### config.mk
export PLATFORM = sky130hd
export DESIGN_NAME = strided_fifo_producer_flat
export DESIGN_NICKNAME = d
export VERILOG_FILES = /design/src/rtl/single_port_ram_pkg.sv /design/src/rtl/strided_fifo_producer_if.sv /design/src/rtl/strided_fifo_producer.sv /design/src/flat_wrapper.sv
export SDC_FILE = /design/constraint.sdc
export NUM_CORES = 1
export LEC_CHECK = 0
export ABC_AREA = 1
export ABC_CLOCK_PERIOD_IN_PS = 6660
export CAP_MARGIN = 0
export CORE_MARGIN = 2
export CORE_UTILIZATION = 57
export DETAILED_ROUTE_END_ITERATION = 7
export GPL_ROUTABILITY_DRIVEN = 0
export PLACE_DENSITY = 0.8
export SLEW_MARGIN = 10
export SYNTH_ARGS = -nofsm -noshare
export SYNTH_HDL_FRONTEND = slang
export SYNTH_SLANG_ARGS = --single-unit
### constraint.sdc
create_clock -name clk -period 6.66 [get_ports clk]
set_clock_uncertainty 0.1 [all_clocks]
set_input_delay 1.332 -clock clk [delete_from_list [all_inputs] [get_ports clk]]
set_output_delay 1.332 -clock clk [all_outputs]
set_load 0.02 [all_outputs]
### src/rtl/single_port_ram_pkg.sv
// Control encodings shared with the single-port SRAM buffer.
package single_port_ram_pkg;
  localparam logic CS_ENB   = 1'b1;
  localparam logic CS_DIS   = 1'b0;
  localparam logic OE_ENB   = 1'b1;
  localparam logic OE_DIS   = 1'b0;
  localparam logic WREQ_DIS = 1'b0;
endpackage

### src/rtl/strided_fifo_producer_if.sv
// Buffer-arbitration, SRAM and FIFO-push signals of the strided producer.
interface strided_fifo_producer_if #(
  parameter int DATA_WIDTH  = 16,
  parameter int ADDR_WIDTH  = 20,
  parameter int SPACE_WIDTH = 5
);
  logic                   request;
  logic                   grant;
  logic                   fifo_full;
  logic [SPACE_WIDTH-1:0] fifo_space;
  logic                   fifo_w_en;
  logic [DATA_WIDTH-1:0]  fifo_data_in;
  logic                   buf_cs;
  logic                   buf_oe;
  logic [ADDR_WIDTH-1:0]  buf_addr;
  logic [DATA_WIDTH-1:0]  buf_r_data;
  logic                   buf_w_req;
  logic [DATA_WIDTH-1:0]  buf_w_data;

  modport master (
    output request, fifo_w_en, fifo_data_in, buf_cs, buf_oe, buf_addr, buf_w_req, buf_w_data,
    input  grant, fifo_full, fifo_space, buf_r_data
  );

  modport slave (
    input  request, fifo_w_en, fifo_data_in, buf_cs, buf_oe, buf_addr, buf_w_req, buf_w_data,
    output grant, fifo_full, fifo_space, buf_r_data
  );
endinterface

### src/rtl/strided_fifo_producer.sv
// 2-D strided tile streamer: reads SRAM in credit-checked, arbitrated bursts
// and pushes the words in order into a sync FIFO.
module strided_fifo_producer
  import single_port_ram_pkg::*;
#(
  parameter int DATA_WIDTH  = 16,
  parameter int ADDR_WIDTH  = 20,
  parameter int BURST_SIZE  = 4,
  parameter int CNT_WIDTH   = 10,
  parameter int SPACE_WIDTH = 5
) (
  input  logic                  clk,
  input  logic                  rstn,
  input  logic                  start,
  output logic                  busy,
  output logic                  done,
  input  logic [ADDR_WIDTH-1:0] cfg_addr_begin,
  input  logic [ADDR_WIDTH-1:0] cfg_inner_step,
  input  logic [CNT_WIDTH-1:0]  cfg_inner_cnt,
  input  logic [ADDR_WIDTH-1:0] cfg_outer_step,
  input  logic [CNT_WIDTH-1:0]  cfg_outer_cnt,
  output logic                  overflow_err,
  strided_fifo_producer_if.master bus
);

  localparam int REM_W = 2 * CNT_WIDTH;
  localparam int BL_W  = $clog2(BURST_SIZE + 1);
  localparam int CMP_W = ((SPACE_WIDTH > BL_W) ? SPACE_WIDTH : BL_W) + 1;

  typedef enum logic [4:0] {
    S_IDLE  = 5'b00001,
    S_WAIT  = 5'b00010,
    S_BURST = 5'b00100,
    S_DRAIN = 5'b01000,
    S_DONE  = 5'b10000
  } state_t;

  state_t state, state_next;

  logic [ADDR_WIDTH-1:0] addr;
  logic [ADDR_WIDTH-1:0] row_base;
  logic [ADDR_WIDTH-1:0] inner_step;
  logic [ADDR_WIDTH-1:0] outer_step;
  logic [CNT_WIDTH-1:0]  inner_cnt;
  logic [CNT_WIDTH-1:0]  col;
  logic [REM_W-1:0]      remaining;
  logic [BL_W-1:0]       burst_left;
  logic                  inflight;

  logic [REM_W-1:0]      total_cnt;
  logic [BL_W-1:0]       blen;
  logic                  space_ok;
  logic                  issue;
  logic                  last_col;
  logic                  burst_go;

  assign total_cnt = REM_W'(cfg_inner_cnt) * REM_W'(cfg_outer_cnt);
  assign blen      = (remaining >= REM_W'(BURST_SIZE)) ? BL_W'(BURST_SIZE) : remaining[BL_W-1:0];
  // The word still in flight will also land in the FIFO, so it consumes a credit.
  assign space_ok  = CMP_W'(bus.fifo_space) >= (CMP_W'(blen) + CMP_W'(inflight));
  assign burst_go  = (state == S_WAIT) && bus.grant && space_ok;
  assign issue     = (state == S_BURST) && bus.grant;
  assign last_col  = (col == (inner_cnt - CNT_WIDTH'(1)));

  // NOTE: reset is synchronous, so it is tested inside the clocked block rather than in the sensitivity list.
  always_ff @(posedge clk) begin
    if (!rstn) state <= S_IDLE;
    else       state <= state_next;
  end

  // NOTE: every output and next-state value gets a default first so no path leaves a latch behind.
  always_comb begin
    state_next       = state;
    busy             = (state != S_IDLE);
    done             = (state == S_DONE);
    bus.request      = (state == S_WAIT) || (state == S_BURST);
    bus.buf_cs       = issue ? CS_ENB : CS_DIS;
    bus.buf_oe       = issue ? OE_ENB : OE_DIS;
    bus.buf_addr     = addr;
    bus.buf_w_req    = WREQ_DIS;
    bus.buf_w_data   = '0;
    bus.fifo_w_en    = inflight && !bus.fifo_full;
    bus.fifo_data_in = '0;
    if (bus.fifo_w_en) bus.fifo_data_in = bus.buf_r_data;

    case (state)
      S_IDLE:  if (start) state_next = (total_cnt == '0) ? S_DONE : S_WAIT;
      S_WAIT:  if (burst_go) state_next = S_BURST;
      S_BURST: begin
        if (issue && (burst_left == BL_W'(1)))
          state_next = (remaining == REM_W'(1)) ? S_DRAIN : S_WAIT;
      end
      S_DRAIN: state_next = S_DONE;
      S_DONE:  state_next = S_IDLE;
      default: state_next = S_IDLE;
    endcase
  end

  // NOTE: clocked state uses non-blocking assignments so every register sees pre-edge values.
  always_ff @(posedge clk) begin
    if (!rstn) begin
      addr         <= '0;
      row_base     <= '0;
      inner_step   <= '0;
      outer_step   <= '0;
      inner_cnt    <= '0;
      col          <= '0;
      remaining    <= '0;
      burst_left   <= '0;
      inflight     <= 1'b0;
      overflow_err <= 1'b0;
    end else begin
      inflight <= issue;
      if (inflight && bus.fifo_full) overflow_err <= 1'b1;

      if ((state == S_IDLE) && start) begin
        addr       <= cfg_addr_begin;
        row_base   <= cfg_addr_begin;
        inner_step <= cfg_inner_step;
        outer_step <= cfg_outer_step;
        inner_cnt  <= cfg_inner_cnt;
        col        <= '0;
        remaining  <= total_cnt;
      end

      if (burst_go) burst_left <= blen;

      // Address walks the row incrementally; a row wrap jumps to the next row base.
      if (issue) begin
        remaining  <= remaining - REM_W'(1);
        burst_left <= burst_left - BL_W'(1);
        if (last_col) begin
          col      <= '0;
          row_base <= row_base + outer_step;
          addr     <= row_base + outer_step;
        end else begin
          col      <= col + CNT_WIDTH'(1);
          addr     <= addr + inner_step;
        end
      end
    end
  end

endmodule

### src/flat_wrapper.sv
// flat-port wrapper written by rule: the top's interface ports become plain ports
module strided_fifo_producer_flat import single_port_ram_pkg::*;
#(
  parameter int DATA_WIDTH  = 16,
  parameter int ADDR_WIDTH  = 20,
  parameter int BURST_SIZE  = 4,
  parameter int CNT_WIDTH   = 10,
  parameter int SPACE_WIDTH = 5
)
  (clk, rstn, start, busy, done, cfg_addr_begin, cfg_inner_step, cfg_inner_cnt, cfg_outer_step, cfg_outer_cnt, overflow_err, bus_request, bus_fifo_w_en, bus_fifo_data_in, bus_buf_cs, bus_buf_oe, bus_buf_addr, bus_buf_w_req, bus_buf_w_data, bus_grant, bus_fifo_full, bus_fifo_space, bus_buf_r_data);
  strided_fifo_producer_if #(.DATA_WIDTH(DATA_WIDTH), .ADDR_WIDTH(ADDR_WIDTH), .SPACE_WIDTH(SPACE_WIDTH)) bus_i ();
  input  logic clk;
  input  logic rstn;
  input  logic start;
  output logic busy;
  output logic done;
  input  logic [ADDR_WIDTH-1:0] cfg_addr_begin;
  input  logic [ADDR_WIDTH-1:0] cfg_inner_step;
  input  logic [CNT_WIDTH-1:0] cfg_inner_cnt;
  input  logic [ADDR_WIDTH-1:0] cfg_outer_step;
  input  logic [CNT_WIDTH-1:0] cfg_outer_cnt;
  output logic overflow_err;
  output wire logic [$bits(bus_i.request)-1:0] bus_request;
  output wire logic [$bits(bus_i.fifo_w_en)-1:0] bus_fifo_w_en;
  output wire logic [$bits(bus_i.fifo_data_in)-1:0] bus_fifo_data_in;
  output wire logic [$bits(bus_i.buf_cs)-1:0] bus_buf_cs;
  output wire logic [$bits(bus_i.buf_oe)-1:0] bus_buf_oe;
  output wire logic [$bits(bus_i.buf_addr)-1:0] bus_buf_addr;
  output wire logic [$bits(bus_i.buf_w_req)-1:0] bus_buf_w_req;
  output wire logic [$bits(bus_i.buf_w_data)-1:0] bus_buf_w_data;
  input wire logic [$bits(bus_i.grant)-1:0] bus_grant;
  input wire logic [$bits(bus_i.fifo_full)-1:0] bus_fifo_full;
  input wire logic [$bits(bus_i.fifo_space)-1:0] bus_fifo_space;
  input wire logic [$bits(bus_i.buf_r_data)-1:0] bus_buf_r_data;
  assign bus_request = bus_i.request;
  assign bus_fifo_w_en = bus_i.fifo_w_en;
  assign bus_fifo_data_in = bus_i.fifo_data_in;
  assign bus_buf_cs = bus_i.buf_cs;
  assign bus_buf_oe = bus_i.buf_oe;
  assign bus_buf_addr = bus_i.buf_addr;
  assign bus_buf_w_req = bus_i.buf_w_req;
  assign bus_buf_w_data = bus_i.buf_w_data;
  assign bus_i.grant = bus_grant;
  assign bus_i.fifo_full = bus_fifo_full;
  assign bus_i.fifo_space = bus_fifo_space;
  assign bus_i.buf_r_data = bus_buf_r_data;
  strided_fifo_producer #(.DATA_WIDTH(DATA_WIDTH), .ADDR_WIDTH(ADDR_WIDTH), .BURST_SIZE(BURST_SIZE), .CNT_WIDTH(CNT_WIDTH), .SPACE_WIDTH(SPACE_WIDTH)) u_core (.clk(clk), .rstn(rstn), .start(start), .busy(busy), .done(done), .cfg_addr_begin(cfg_addr_begin), .cfg_inner_step(cfg_inner_step), .cfg_inner_cnt(cfg_inner_cnt), .cfg_outer_step(cfg_outer_step), .cfg_outer_cnt(cfg_outer_cnt), .overflow_err(overflow_err), .bus(bus_i));
endmodule
==> results.json <==
{
  "outcome": "finished, violations left",
  "violations": "DRC",
  "numCtsBuffers": 17,
  "diodes": 0,
  "ctsResizeCount": 0,
  "p_leak_nw": 7.42,
  "dieArea_mm2": 0.0232,
  "whs_ns": 0.374,
  "period_minus_slack_ns": 6.27,
  "max_stage_delay_ns": 0.69,
  "ant_nets": 0,
  "setup_tns_ns": 0,
  "grt_pass1_vias": 12400,
  "async_flop_share": 0,
  "final_cell_mix": "608 x nand2_1, 288 x inv_1, 147 x clkdlybuf4s50_1, 130 x dfxtp_1, 129 x a21oi_1",
  "grt.total_usage": 0.295,
  "final_max_slew_viol_count": 0,
  "synth_edf_count": 0,
  "fmax_mhz": 160,
  "power_w": 0.00439,
  "tightest_slew_ns": 0.998,
  "synth-warning-count": 0,
  "placed_cell_area_mm2": 0.0142,
  "drive_gt1_frac": 0.0473,
  "arrival_ns": 6.44,
  "synth_cells": 1914,
  "routed.top_layer": "met4",
  "hold_viol": 0,
  "dr.pass1.iters": 8,
  "m1WireLength_mm": 13.8,
  "routed_wl_mm": 33.7,
  "synthesis.area_mm2": 0.0125,
  "critPathLaunchType": "primary input",
  "post-route-period-util": 0.941,
  "mostFrequentLayoutCell": "nand2_1",
  "area_growth_pct": 17.5,
  "die_x_um": 152,
  "clock_tree.root_cell": "clkbuf_16",
  "coreArea_mm2": 0.0217,
  "maxCapViolations": 0,
  "ys_types": 52,
  "start_util": 0.578,
  "postCtsSetupBuffers": 0,
  "min_path_type": "reg -> reg",
  "route.met3.wl_mm": 1.94,
  "fill_cells": 1902,
  "critical_path_buf_inv_count": 3,
  "cp_max_fo": 6,
  "ys.flop_type": "dfxtp_1",
  "grt_pass1_wl_mm": 57.4,
  "drc": 3,
  "multi_input_area_mm2": 0.00846,
  "grt-ovfl-total": 0,
  "antenna_found_initial": 0,
  "end_kind": "flip-flop",
  "rows": 54,
  "grt_max_degree": 78,
  "nNetsFinal": 2312,
  "cpLargestDelayFamily": "adder cells",
  "drt_iter0_markers": 905,
  "num_vias": 12500,
  "critPathSlowestCell": "clkdlybuf4s50_1",
  "portBuffers": 148,
  "worstSetupPathType": "in -> reg",
  "clock_sinks": 130,
  "setup_viol": 0,
  "max_slew_margin": 0.335,
  "htreeDepth": 4,
  "viasPerCell": 5.39,
  "design_area_mm2": 0.0147,
  "wl_met2_mm": 16.8,
  "cts.clk_slew.worst_paths_ns": 0.07,
  "path_common_cell": "nand2_1",
  "register_area_mm2": 0.00260,
  "drt-wirelength-per-cell_um": 14.5,
  "ys_ff_latch": 130,
  "hpwl_mm": 26.1,
  "max-vdd-ir-drop_v": 0.000194,
  "worstPathCellList": "clkdlybuf4s50_1 > nand2_1 > fa_1 > fa_1 > fa_1 > fa_1 > inv_1 > fa_1 > ha_1 > nand2_1 > inv_1 > a21oi_1 > nand2_1 > xnor2_1 > nand3_1 > nor2_1 > nand3_1 > nand2_1 > nand2_1 > nand2_1 > a21oi_1",
  "cts_tree": "done",
  "fp.dieH_um": 152,
  "clock_path_buffers": 2,
  "clk_latency_ns": 0.43,
  "powerDensity_mw_per_mm2": 298,
  "syn_avg_cell_area_um2": 6.55,
  "io_pins": 166,
  "postCtsHoldBufs": 0,
  "cp.required_ns": 6.83,
  "yosysSeqAreaShare": 0.207,
  "rsz0062_at_grt": "false"
}
## stage by stage
stage	utilization	cells	setup WS, ns
floorplan	-	1930	0.794
global placement	0.654	2297	0.113
detailed placement	0.654	2297	-0.0377
CTS	0.679	2329	0.416
global route	0.680	2329	0.0169
finish	0.680	2329	0.394
## per-layer routing
| layer | up-vias | track usage |
|---|---|---|
| met1 | 5787 | 0.354 |
| met4 | 0 | 0.128 |
| li1 | 6226 | - |
| met3 | 98 | 0.0449 |
| met2 | 437 | 0.524 |
| met5 | - | 0 |
## power breakdown
part           switching, W  internal [W]  total [W]
logic               0.00158      0.000924    0.00250
registers          0.000106      0.000898    0.00100
clock network      0.000395      0.000487   0.000882
total               0.00208       0.00231    0.00439
## final timing paths
check | from | endpoint | slack, ns | depth (start not counted)
setup / recovery | cfg_inner_cnt[6] | u_core.state[1] | 0.39 | 21
hold / removal | u_core.inner_step[15] | u_core.inner_step[15] | 0.37 | 2
setup reg to reg | u_core.remaining[8] | u_core.burst_left[2] | 3.38 | 18
hold reg to reg | u_core.inner_step[15] | u_core.inner_step[15] | 0.37 | 2
## cell usage after synthesis (3+ instances only)
| cell | instances | area [µm²] |
|---|---|---|
| xnor2_1 | 11 | 96.3 |
| a31oi_1 | 17 | 106 |
| inv_1 | 289 | 1080 |
| buf_6 | 3 | 33.8 |
| dfxtp_1 | 130 | 2600 |
| nand3_1 | 88 | 440 |
| fa_1 | 64 | 1280 |
| a21boi_0 | 4 | 30.0 |
| nor3_1 | 20 | 100 |
| o21ai_0 | 74 | 370 |
| and2_1 | 3 | 18.8 |
| nor2_2 | 3 | 18.8 |
| nand3b_1 | 11 | 82.6 |
| o211ai_1 | 7 | 52.6 |
| nand3_2 | 5 | 50.1 |
| nand2_1 | 609 | 2290 |
| inv_2 | 6 | 22.5 |
| buf_4 | 19 | 143 |
| o22ai_1 | 4 | 25.0 |
| nand4_1 | 17 | 106 |
| nor2_4 | 3 | 33.8 |
| o21ai_1 | 4 | 20.0 |
| ha_1 | 106 | 1330 |
| a21oi_1 | 129 | 646 |
| buf_2 | 12 | 60.1 |
| o21bai_1 | 5 | 37.5 |
| a21o_1 | 5 | 37.5 |
| or2_2 | 8 | 50.1 |
| o21a_1 | 3 | 22.5 |
| a21oi_2 | 6 | 52.6 |
| clkbuf_1 | 50 | 188 |
| xor2_1 | 43 | 377 |
| nor4_1 | 5 | 31.3 |
| nor2_1 | 126 | 473 |
## logic make-up (layout without fill, tap and decap cells)
group                    count (synthesis)  count (layout)  synth area share
XOR/XNOR                                55              55            0.0390
AND/OR/NAND/NOR                        908             908             0.303
AO/OA/AOI/OAI                          267             267             0.118
other                                    2              18          0.000599
buffers and inverters                  382             501             0.124
adder cells (fa/ha/maj)                170             170             0.208
flip-flops                             130             130             0.207
## flip-flops by register name, indices dropped and copies added, names as in the netlist, 5 cells and up
name                 count
u_core.inner_step       20
u_core.inner_cnt        10
u_core.bus.buf_addr     20
u_core.outer_step       20
u_core.remaining        20
u_core.col              10
u_core.row_base         20
u_core.state             5
## worst reg2reg max path, cell delays in order (launching register included)
cell and delay [ns]:
dfxtp_1 0.35, nor2_1 0.27, nand2_1 0.13, nor2_1 0.11
nand3_1 0.17, nor2_1 0.23, ha_1 0.18, ha_1 0.12
inv_1 0.04, ha_1 0.27, o21ai_0 0.11, nand2_1 0.09
a21oi_1 0.06, o21ai_0 0.23, nand3_1 0.19, nand2_1 0.19
inv_1 0.06, a22oi_1 0.14, o22ai_1 0.09
## area by class of cell
cell class / instances / area share
Multi-Input combinational cell: 1418 / 0.574
Inverter: 296 / 0.0754
Tap cell: 280 / 0.0238
Sequential cell: 130 / 0.177
Clock inverter: 14 / 0.00806
Timing Repair Buffer: 173 / 0.113
Clock buffer: 18 / 0.0291
Power figures use the tool's default switching activity.
==> variant (same flow settings) <==
Re-encode `state_t` (5 states) as binary, 3 bits wide.
--- a/src/rtl/strided_fifo_producer.sv
+++ b/src/rtl/strided_fifo_producer.sv
@@ -29,8 +29,8 @@
 
-  typedef enum logic [4:0] {
-    S_IDLE  = 5'b00001,
-    S_WAIT  = 5'b00010,
-    S_BURST = 5'b00100,
-    S_DRAIN = 5'b01000,
-    S_DONE  = 5'b10000
+  typedef enum logic [2:0] {
+    S_IDLE  = 3'd0,
+    S_WAIT  = 3'd1,
+    S_BURST = 3'd2,
+    S_DRAIN = 3'd3,
+    S_DONE  = 3'd4
   } state_t;
Behaviour: no difference found for any inputs over 4 cycles, from zero or initial values and one cycle with rstn low; so few cycles prove little.
==> variant against the original RTL <==
- area after synthesis is 0.91% lower
- synthesized cell count is 2.8% lower
- sequential share of layout area is 0.13 points lower
- sequential cell count is 2 lower
- via count is 2.0% lower
- power is 17% higher
- non-clock buffer count is 1 higher
- setup slack better by 0.0079 ns
- wire length is 1.6% lower
- final area is 0.79% lower
==> variant: results (changes against the original RTL) <==
| Metric | Value |
|---|---|
| Lkg Pwr | 7.201 nW (-3.0%) |
| Met3 Track Usage GR | 4.790% (+0.30 points) |
| GRT met1 Usage | 36.10% (+0.73 points) |
| Max VDD drop | 0.2257 mV (+16%) |
| WL met2 | 16.23 mm (-3.1%) |
| HP Start | u_core.overflow_err |
| GRT Resource Usage Total | 29.46% (about the same) |
| Commonest cells post-synth | nand2_1, inv_1, nor2_1 |
| DR iter-0 viols | 724 (-20%) |
| CP max stage cell | clkdlybuf4s50_1 |
| Rel. slew slack | 21.55% (-12 points) |
| Met2 usage | 52.00% (-0.38 points) |
| Outcome | completed |
| Post-DR vias/cell | 5.409 (+0.40%) |
| Ys Warns | 0 (unchanged) |
| Synth area leaders | dfxtp_1, nand2_1, ha_1, fa_1, inv_1 |
| Vias in the first global route | 11,590 (-6.9%) |
| Synth unique cells | 54 (+3.8%) |
| Clk root buf | clkbuf_16 |
| Top delay family on crit path | adder cells |
| Share of cells above drive strength 1 | 5.868% (+1.1 points) |
| Metal3 WL | 1.800 mm (-7.1%) |
| NumNets Final | 2,257 (-2.4%) |
| R2r setup slk | 2.49 ns (-0.89 ns) |
| Max Used Layer | met4 |
| Number of diodes | 0 (unchanged) |
| Top_reg_cell synth | dfxtp_1 |
| Worst stage delay on the critical path | 0.62 ns (-0.07 ns) |
| DRT met1 WL | 14.03 mm (+1.6%) |
| First-pass GRT wire length | 54.23 mm (-5.4%) |
| Largest net degree at the start of global routing | 82 (+5.1%) |
| Port Buffer Count | 148 (unchanged) |
| Worst flop-to-flop path startpoint | u_core.state[2] |
| Reg2reg end | u_core.remaining[3] |
| Hold slack final | 0.3676 ns (-0.006839 ns) |
| Post-CTS Setup Repair Bufs | 0 (unchanged) |
| Sequential share of the synthesized area | 20.61% (-0.13 points) |
| WHS Endpoint | u_core.overflow_err |
| Drt first pass iters | 5 (-3) |
| Detailed Place HPWL | 25.48 mm (-2.5%) |
| WHS Path Cells | 2 (unchanged) |
| Min-delay worst type | reg -> reg |
| R2R cell count | 9 (-9) |
| Routed wire length per instance | 14.58 um (+0.75%) |
| Worst-path maximum fanout | 7 (+1) |
==> variant: per-stage QoR <==
step	area (um^2)	worst slack, ns	cells
floorplan	12490	0.7285	1877
global placement	14040	0.09463	2242
detailed placement	14040	-0.007412	2242
CTS	14620	0.4318	2274
global route	14620	0.08034	2274
finish	14620	0.4015	2274
==> variant: worst max path at each step <==
stage,start,end,slack [ns],depth (start not counted)
2_1_floorplan,cfg_outer_cnt[9],u_core.state[0],0.73,23
3_3_place_gp,cfg_inner_cnt[3],u_core.state[0],0.09,23
3_5_place_dp,cfg_inner_cnt[3],u_core.state[0],-0.007,23
4_1_cts,cfg_inner_cnt[3],u_core.state[0],0.43,23
5_1_grt,cfg_inner_cnt[3],u_core.state[0],0.08,23
6_report,cfg_inner_cnt[3],u_core.state[0],0.40,23
==> variant: final cells by class <==
class                      count  area [um^2]
inverter                     275         1033
clock buffer                  19        452.9
timing repair buffer         174         1672
clock inverter                13        126.4
multi-input combinational   1385         8426
sequential                   128         2562
fill                        1943         6998
tap                          280        350.3
==> variant: kinds of logic after synthesis <==
family | count (synthesis) | share of synthesized area (%)
xor gates and xnor gates | 53 | 4.087
adders and majority gates | 170 | 20.98
and+or+nand+nor | 861 | 29.46
AOI/OAI and AO/OA | 281 | 12.47
muxes | 2 | 0.1812
other | 2 | 0.06042
DFF | 128 | 20.61
buffers and inverters | 364 | 12.15
==> variant: power by group <==
part | leakage (nW) | internal (W) | switching, W | total [W]
Combinational | 5.87 | 0.00116 | 0.00193 | 0.00309
Clock | 0.274 | 0.000539 | 0.000386 | 0.000926
Sequential | 1.05 | 0.000958 | 0.000152 | 0.00111
Total | 7.20 | 0.00266 | 0.00247 | 0.00513
==> variant: worst min-delay path, cell delays in order (launching register included) <==
cell and delay (ns):
dfxtp_1 0.32, a21oi_1 0.04, nor2_1 0.07
